`config.mk`:
```
export PLATFORM = sky130hd
export DESIGN_NAME = diram_scan_reader_flat
export DESIGN_NICKNAME = d
export VERILOG_FILES = /design/src/rtl/diram_scan_reader_if.sv /design/src/rtl/diram_scan_reader.sv /design/src/flat_wrapper.sv
export SDC_FILE = /design/constraint.sdc
export NUM_CORES = 1
export LEC_CHECK = 0
export CAP_MARGIN = 0
export CORE_ASPECT_RATIO = 1.75
export CORE_MARGIN = 2
export CORE_UTILIZATION = 54
export CTS_BUF_LIST = sky130_fd_sc_hd__clkbuf_8 sky130_fd_sc_hd__clkbuf_16
export CTS_CLUSTER_DIAMETER = 60
export DETAILED_ROUTE_END_ITERATION = 10
export PLACE_DENSITY = 0.89
export SLEW_MARGIN = 20
export SYNTH_ARGS = -nofsm -noshare
export SYNTH_HDL_FRONTEND = slang
export SYNTH_SLANG_ARGS = --single-unit
```
`constraint.sdc`:
```
create_clock -name clk -period 2.65 [get_ports clk]
set_input_delay 0.3975 -clock clk [delete_from_list [all_inputs] [get_ports clk]]
set_output_delay 0.3975 -clock clk [all_outputs]
set_load 0.005 [all_outputs]
```
`src/rtl/diram_scan_reader_if.sv`:
```
// Bus between the membership-RAM scan reader and its neighbours:
// the scan request, the RAM read port and the aggregated results.
interface diram_scan_reader_if #(
    parameter int DW = 6,
    parameter int AW = 3,
    parameter int SW = 9
);
    logic          start;
    logic [AW-1:0] RADD;
    logic [DW-1:0] DOUT;
    logic          busy;
    logic          done;
    logic [DW-1:0] max_val;
    logic [AW-1:0] max_idx;
    logic [DW-1:0] min_val;
    logic [SW-1:0] sum_val;
    logic [DW-1:0] avg_val;

    // Scan reader side.
    modport master (
        input  start, DOUT,
        output RADD, busy, done, max_val, max_idx, min_val, sum_val, avg_val
    );

    // RAM / consumer side.
    modport slave (
        output start, DOUT,
        input  RADD, busy, done, max_val, max_idx, min_val, sum_val, avg_val
    );
endinterface

```
`src/rtl/diram_scan_reader.sv`:
```
// Read-side sequencer for the fuzzy membership RAM. A start pulse walks the
// read address over every entry, samples the asynchronous read data and
// reduces it to max / argmax / min / sum / mean. Results are published all
// at once on the edge that samples the last entry, so no partial value is
// ever visible.
module diram_scan_reader #(
    parameter int DW    = 6,
    parameter int AW    = 3,
    parameter int DEPTH = 8,
    parameter int SW    = 9
) (
    input  logic clk,
    input  logic reset,
    diram_scan_reader_if.master bus
);

    typedef enum logic [1:0] {
        S_IDLE = 2'd0,
        S_SCAN = 2'd1,
        S_DONE = 2'd2
    } state_t;

    localparam logic [AW-1:0] LAST_IDX = AW'(DEPTH - 1);

    state_t        state_reg, state_next;
    logic [AW-1:0] idx_reg;

    // Working accumulators, only meaningful while scanning.
    logic [DW-1:0] wmax_reg, wmin_reg;
    logic [AW-1:0] widx_reg;
    logic [SW-1:0] wsum_reg;

    // Published results.
    logic [DW-1:0] max_val_reg, min_val_reg, avg_val_reg;
    logic [AW-1:0] max_idx_reg;
    logic [SW-1:0] sum_val_reg;

    // Accumulator values after folding in the current sample.
    logic [DW-1:0] max_upd, min_upd;
    logic [AW-1:0] idx_upd;
    logic [SW-1:0] sum_upd;
    logic          last_sample;

    // State register.
    always_ff @(posedge clk or posedge reset) begin
        if (reset) begin
            state_reg <= S_IDLE;
        end else begin
            state_reg <= state_next;
        end
    end

    // Next-state logic; start is only honoured from IDLE, never queued.
    always_comb begin
        state_next = state_reg;
        case (state_reg)
            S_IDLE:  if (bus.start) state_next = S_SCAN;
            S_SCAN:  if (last_sample) state_next = S_DONE;
            S_DONE:  state_next = S_IDLE;
            default: state_next = S_IDLE;
        endcase
    end

    // Moore outputs: address is only driven off zero while scanning.
    always_comb begin
        bus.RADD = '0;
        bus.busy = 1'b0;
        bus.done = 1'b0;
        case (state_reg)
            S_SCAN: begin
                bus.RADD = idx_reg;
                bus.busy = 1'b1;
            end
            S_DONE:  bus.done = 1'b1;
            default: ;
        endcase
    end

    // Fold the current sample in; strict compares keep the lowest index on ties.
    always_comb begin
        last_sample = (idx_reg == LAST_IDX);
        sum_upd     = wsum_reg + SW'(bus.DOUT);
        max_upd     = wmax_reg;
        idx_upd     = widx_reg;
        min_upd     = wmin_reg;
        if (bus.DOUT > wmax_reg) begin
            max_upd = bus.DOUT;
            idx_upd = idx_reg;
        end
        if (bus.DOUT < wmin_reg) begin
            min_upd = bus.DOUT;
        end
    end

    // Index counter, accumulators and result registers.
    always_ff @(posedge clk or posedge reset) begin
        if (reset) begin
            idx_reg     <= '0;
            wmax_reg    <= '0;
            wmin_reg    <= '1;
            widx_reg    <= '0;
            wsum_reg    <= '0;
            max_val_reg <= '0;
            max_idx_reg <= '0;
            min_val_reg <= '0;
            sum_val_reg <= '0;
            avg_val_reg <= '0;
        end else begin
            case (state_reg)
                S_IDLE: begin
                    if (bus.start) begin
                        idx_reg  <= '0;
                        wmax_reg <= '0;
                        wmin_reg <= '1;
                        widx_reg <= '0;
                        wsum_reg <= '0;
                    end
                end
                S_SCAN: begin
                    // Natural wrap brings idx back to 0 after the last entry.
                    idx_reg  <= idx_reg + 1'b1;
                    wmax_reg <= max_upd;
                    wmin_reg <= min_upd;
                    widx_reg <= idx_upd;
                    wsum_reg <= sum_upd;
                    if (last_sample) begin
                        max_val_reg <= max_upd;
                        max_idx_reg <= idx_upd;
                        min_val_reg <= min_upd;
                        sum_val_reg <= sum_upd;
                        avg_val_reg <= DW'(sum_upd >> AW);
                    end
                end
                default: ;
            endcase
        end
    end

    assign bus.max_val = max_val_reg;
    assign bus.max_idx = max_idx_reg;
    assign bus.min_val = min_val_reg;
    assign bus.sum_val = sum_val_reg;
    assign bus.avg_val = avg_val_reg;

endmodule

```
`src/flat_wrapper.sv`:
```
// flat-port wrapper written by rule: the top's interface ports become plain ports
module diram_scan_reader_flat 
#(
    parameter int DW    = 6,
    parameter int AW    = 3,
    parameter int DEPTH = 8,
    parameter int SW    = 9
)
  (clk, reset, bus_start, bus_DOUT, bus_RADD, bus_busy, bus_done, bus_max_val, bus_max_idx, bus_min_val, bus_sum_val, bus_avg_val);
  diram_scan_reader_if #(.DW(DW), .AW(AW), .SW(SW)) bus_i ();
  input  logic clk;
  input  logic reset;
  input wire logic [$bits(bus_i.start)-1:0] bus_start;
  input wire logic [$bits(bus_i.DOUT)-1:0] bus_DOUT;
  output wire logic [$bits(bus_i.RADD)-1:0] bus_RADD;
  output wire logic [$bits(bus_i.busy)-1:0] bus_busy;
  output wire logic [$bits(bus_i.done)-1:0] bus_done;
  output wire logic [$bits(bus_i.max_val)-1:0] bus_max_val;
  output wire logic [$bits(bus_i.max_idx)-1:0] bus_max_idx;
  output wire logic [$bits(bus_i.min_val)-1:0] bus_min_val;
  output wire logic [$bits(bus_i.sum_val)-1:0] bus_sum_val;
  output wire logic [$bits(bus_i.avg_val)-1:0] bus_avg_val;
  assign bus_i.start = bus_start;
  assign bus_i.DOUT = bus_DOUT;
  assign bus_RADD = bus_i.RADD;
  assign bus_busy = bus_i.busy;
  assign bus_done = bus_i.done;
  assign bus_max_val = bus_i.max_val;
  assign bus_max_idx = bus_i.max_idx;
  assign bus_min_val = bus_i.min_val;
  assign bus_sum_val = bus_i.sum_val;
  assign bus_avg_val = bus_i.avg_val;
  diram_scan_reader #(.DW(DW), .AW(AW), .DEPTH(DEPTH), .SW(SW)) u_core (.clk(clk), .reset(reset), .bus(bus_i));
endmodule
```
Word-level counts from Yosys, hierarchy flattened
Cells that the tools add are included.
- bitwise gates (word level): 0
- shifts and indexed selects: 0
- eq/ne operators: 5
- reduce and logical (&&, ||, !) cells: 5
- order comparisons: 2
- multiplexer cells: 18
- div/mod/pow operators: 0
- $mul: 0
- add/subtract/negate cells: 2
- operators by type and width (operator ; number):
    6-bit 2-to-1 mux ; 4
    6-bit one-hot mux with 2 select lines ; 2
    9-bit one-hot mux with 2 select lines ; 1
    3-bit one-hot mux with 2 select lines ; 2
    9-bit by 6-bit adder with 9-bit output ; 1
    3-bit 2-to-1 mux ; 3
    9-bit 2-to-1 mux ; 1
    6-bit greater-than comparator ; 1
    6-bit < comparator ; 1
    2-bit AND reduction ; 3
    2-bit 2-to-1 mux ; 2
    2-bit one-hot mux with 2 select lines ; 1
    3-bit by 1-bit adder with 3-bit output, second input constant ; 1
    3-bit == test, second input constant ; 1
    2-bit by 1-bit == test with 1-bit output, second input constant ; 1
    2-bit == test, second input constant ; 1
    2-bit zero test ; 1
    1-bit 2-to-1 mux ; 2
    2-bit by 1-bit != test with 1-bit output, second input constant ; 1
    2-bit != test, second input constant ; 1
    2-bit nonzero test ; 1
- memory bits (writable): 0
- register bits after elaboration: 59
- memories: 0
- bits in latches: 0
- memory bits (read-only): 0

Longest topological paths before layout
- depth after elaboration: 3
- mapped depth: 8
- mapped depth without buffers: 8

Least setup slack after synthesis
No wires, ideal clock.
- path kind: reg-to-reg
- start point: register u_core.wmin_reg[4]
- end point: register u_core.wmin_reg[0]
- arrival time: 1916 ps
- setup slack: 654 ps
- period minus slack after synthesis: 1996 ps
- stages on the path, launching flop included: 8
- cells stage by stage: dfstp_2 -> inv_1 -> ha_1 -> a21o_1 -> a21o_1 -> a41oi_4 -> nand2_2 -> o22a_1
- cells in the longest elaborated chain, start to end: 3
- ends and longest elaborated chain (item ; RTL line ; source):
    start, declared ; diram_scan_reader.sv:29 ; logic [DW-1:0] wmax_reg, wmin_reg;
    start signal, assigned ; diram_scan_reader.sv:123 ; wmin_reg <= min_upd;
    6-bit < comparator ; diram_scan_reader.sv:90 ; if (bus.DOUT < wmin_reg) begin
    6-bit 2-to-1 mux ; diram_scan_reader.sv:90 ;
    6-bit one-hot mux with 2 select lines ; diram_scan_reader.sv:109 ; case (state_reg)
Every way passes these cells.
A chain may end at the register's enable or synchronous reset.

Worst setup path after layout
- start point: input bus_DOUT[0]
- end point: register u_core.wmax_reg[2]
- cells in the longest elaborated chain, start to end: 3
- ends and longest elaborated chain (item ; RTL line ; source):
    start, declared ; flat_wrapper.sv:14 ; input wire logic [$bits(bus_i.DOUT)-1:0] bus_DOUT;
    6-bit greater-than comparator ; diram_scan_reader.sv:86 ; if (bus.DOUT > wmax_reg) begin
    6-bit 2-to-1 mux ; diram_scan_reader.sv:86 ;
    6-bit one-hot mux with 2 select lines ; diram_scan_reader.sv:109 ;
    end signal, assigned ; diram_scan_reader.sv:122 ; wmax_reg <= max_upd;
    end, declared ; diram_scan_reader.sv:29 ;
Every way passes these cells.

==> impl_metrics.env <==
export IMPL_status="complete, no violations"
export IMPL_hpwlAfterDp_mm=4.78
export IMPL_finalHoldViolCount=0
export IMPL_synth_fp_nets=316
export IMPL_die_w_um=58.5
export IMPL_dpl_worst_slack_ns=-0.0500
export IMPL_cts_tree="done"
export IMPL_rsz0062_at_grt="false"
export IMPL_grt_start_max_net_pins=38
export IMPL_yosys_top_cells_count="dfrtp_1 (47), nand2_1 (39), a21oi_1 (20), ha_1 (19), inv_1 (19)"
export IMPL_critPathCaptureType="flop"
export IMPL_ys_ff_latch=53
export IMPL_pin_count=44
export IMPL_initial_core_util_pct=56.5
export IMPL_synth_cell_types=41
export IMPL_core_area_um2=4980
export IMPL_post_cts_resized=0
export IMPL_synth_ff_type="dfrtp_1"
export IMPL_synth_top_area_share_pct=41.9
export IMPL_synth_area_leaders="dfrtp_1 (42%), ha_1 (8.5%), dfstp_2 (5.6%), nand2_1 (5.2%), a22o_1 (4.1%)"
export IMPL_irDropWorstVdd_mv=0.888
export IMPL_antenna_found_initial=0
export IMPL_routedWlPerCell_um=16.7
export IMPL_p_leak_nw=1.63
export IMPL_drv_slew=0
export IMPL_slew_headroom_pct=58.3
export IMPL_fin_crit_sh_pct=87.8
export IMPL_holdWs_ns=0.452
export IMPL_holdBufCountCts=0
export IMPL_dr_pass1_iters=4
export IMPL_vias=2308
export IMPL_syn_area_per_cell_um2=9.79
export IMPL_fin_crit_ns=2.33
export IMPL_syn_inst=287
export IMPL_die_h_um=99.4
export IMPL_grt_ovfl_total=0
export IMPL_drt_iter0_drc=89
export IMPL_cts_made_buffers=5
export IMPL_maxCapViolCount=0
export IMPL_area_growth_pct=22.7
export IMPL_critPathMaxFanout=9
export IMPL_gp_congestion=0.862
export IMPL_cts_root_buffer="clkbuf_8"
export IMPL_finalPower_mw=4.37
export IMPL_cts_path_max_buffers=2
export IMPL_worst_slack_ns=0.322
export IMPL_critPathKind="input pin to flop"
export IMPL_wirelength_mm=6.55
export IMPL_cts_setup_buffers=0
export IMPL_async_flop_share_pct=100
export IMPL_viasPerCell=5.89
export IMPL_grt_pass1_vias=2305
export IMPL_start_kind="input pin"
export IMPL_fmax_mhz=430
export IMPL_fin_nets=366
export IMPL_clk_latency_ns=0.30
export IMPL_ys_seq_area_share_pct=47.5
export IMPL_numClockSinks=53
export IMPL_worstPathRequired_ns=2.89
export IMPL_synth_area_um2=2810
export IMPL_hold_path_class="input pin to async pin"
export IMPL_fin_worst_skew_ns=0.00413
export IMPL_synth_edff_count=0
export IMPL_dieArea_um2=5820
export IMPL_num_antenna_cells=0
export IMPL_grt_usage_pct=24.4
export IMPL_route_detailed_drc=0
export IMPL_drive_gt1_share_pct=10.7
export IMPL_post_synth_top_area_cell="dfrtp_1"
export IMPL_portBuffers=43
export IMPL_setup_viol=0
export IMPL_path_clk_slew_ns=0.09
export IMPL_h_tree_depth=2
export IMPL_yosysWarnings=0
export IMPL_ant_nets=0
export IMPL_worst_pin_slew_ns=0.622
export IMPL_cp_arrival_ns=2.57
export IMPL_fin_tns_setup_ns=0
export IMPL_rows=34
export IMPL_grt_pass1_wl_mm=10.9
export IMPL_synth_most_common_cell="dfrtp_1"
export IMPL_powerDensity_nw_per_um2=1270
-- logic make-up (layout without fill, tap and decap cells) --
group           Yosys count  count (layout)  share of synthesized area [%]
fa+ha+maj                20              20                           9.17
flops                    53              53                           47.5
simple gates             77              77                           12.1
buf+inv                  37              88                           6.23
mux                       6               6                           2.14
compound gates           89              89                           21.3
xor+xnor                  5               5                           1.56
-- worst max-delay path, stage by stage --
cell and delay [ns]:
clkdlybuf4s50_1 0.52, buf_4 0.17, inv_1 0.05, ha_1 0.18, nand2b_1 0.14, a21oi_1 0.22
o32a_1 0.28, and2_1 0.39, a22o_1 0.22
-- stage by stage --
stage          util [%]  area (um2)  std cells
4_1_cts            69.2        3440        392
5_1_grt            69.3        3450        392
6_report           69.3        3450        392
3_3_place_gp       66.9        3330        384
2_1_floorplan         -        2810        287
3_5_place_dp       66.9        3330        384
-- report_power, final --
part / total [mW] / internal (mW) / switching, mW / leakage (nW)
Clock: 0.543 / 0.280 / 0.263 / 0.0595
Combinational: 2.32 / 1.18 / 1.14 / 0.932
Sequential: 1.51 / 1.23 / 0.277 / 0.640
Total: 4.37 / 2.69 / 1.68 / 1.63
-- cell usage in the layout, fill, tap and decap left out, types with 2 or more instances in the layout --
master	instances
inv_2	3
dfstp_2	6
xnor2_1	2
nor3_1	11
clkdlybuf4s50_1	43
nor2b_1	3
a31oi_1	4
o22a_1	6
mux2i_1	6
a21o_1	4
nor2_1	11
o21ai_0	16
dfrtp_1	47
a22o_1	13
o21ai_1	13
nand2_1	39
and2_1	4
buf_4	16
ha_1	19
a211oi_1	2
clkbuf_8	5
a21oi_1	20
xor2_1	3
inv_1	19
o31a_1	2
nand2b_1	3
-- path summary, 6_finish.rpt --
path | from | endpoint | slack [ns] | depth (start not counted)
max | bus_DOUT[0] | u_core.wmax_reg[2] | 0.32 | 9
min | reset | u_core.bus.min_val[1] | 0.45 | 2
max reg2reg | u_core.wmin_reg[4] | u_core.bus.min_val[1] | 0.47 | 7
min reg2reg | u_core.bus.sum_val[2] | u_core.bus.sum_val[2] | 0.49 | 2
max in group asynchronous | reset | u_core.bus.sum_val[4] | 1.59 | 3
min in group clk | u_core.bus.sum_val[2] | u_core.bus.sum_val[2] | 0.49 | 2
-- layout make-up --
type / instances / area [um2]
clock buffer: 5 / 68.8
clock inverter: 3 / 42.5
fill: 379 / 1530
inverter: 21 / 78.8
multi-input combinational: 197 / 1310
sequential: 53 / 1330
tap: 54 / 67.6
timing repair buffer: 59 / 551
-- layer usage --
layer | part of all wire (%) | vias to the layer above | track usage, % | routed length [um]
li1 | - | 1101 | - | -
met1 | 38 | 1097 | 30.1 | 2490
met2 | 55 | 94 | 41.1 | 3580
met3 | 5.3 | 16 | 3.51 | 344
met4 | 2.0 | 0 | 11.4 | 129
met5 | 0 | - | 0 | 0
Note: power is estimated with default switching activity, not from simulation.
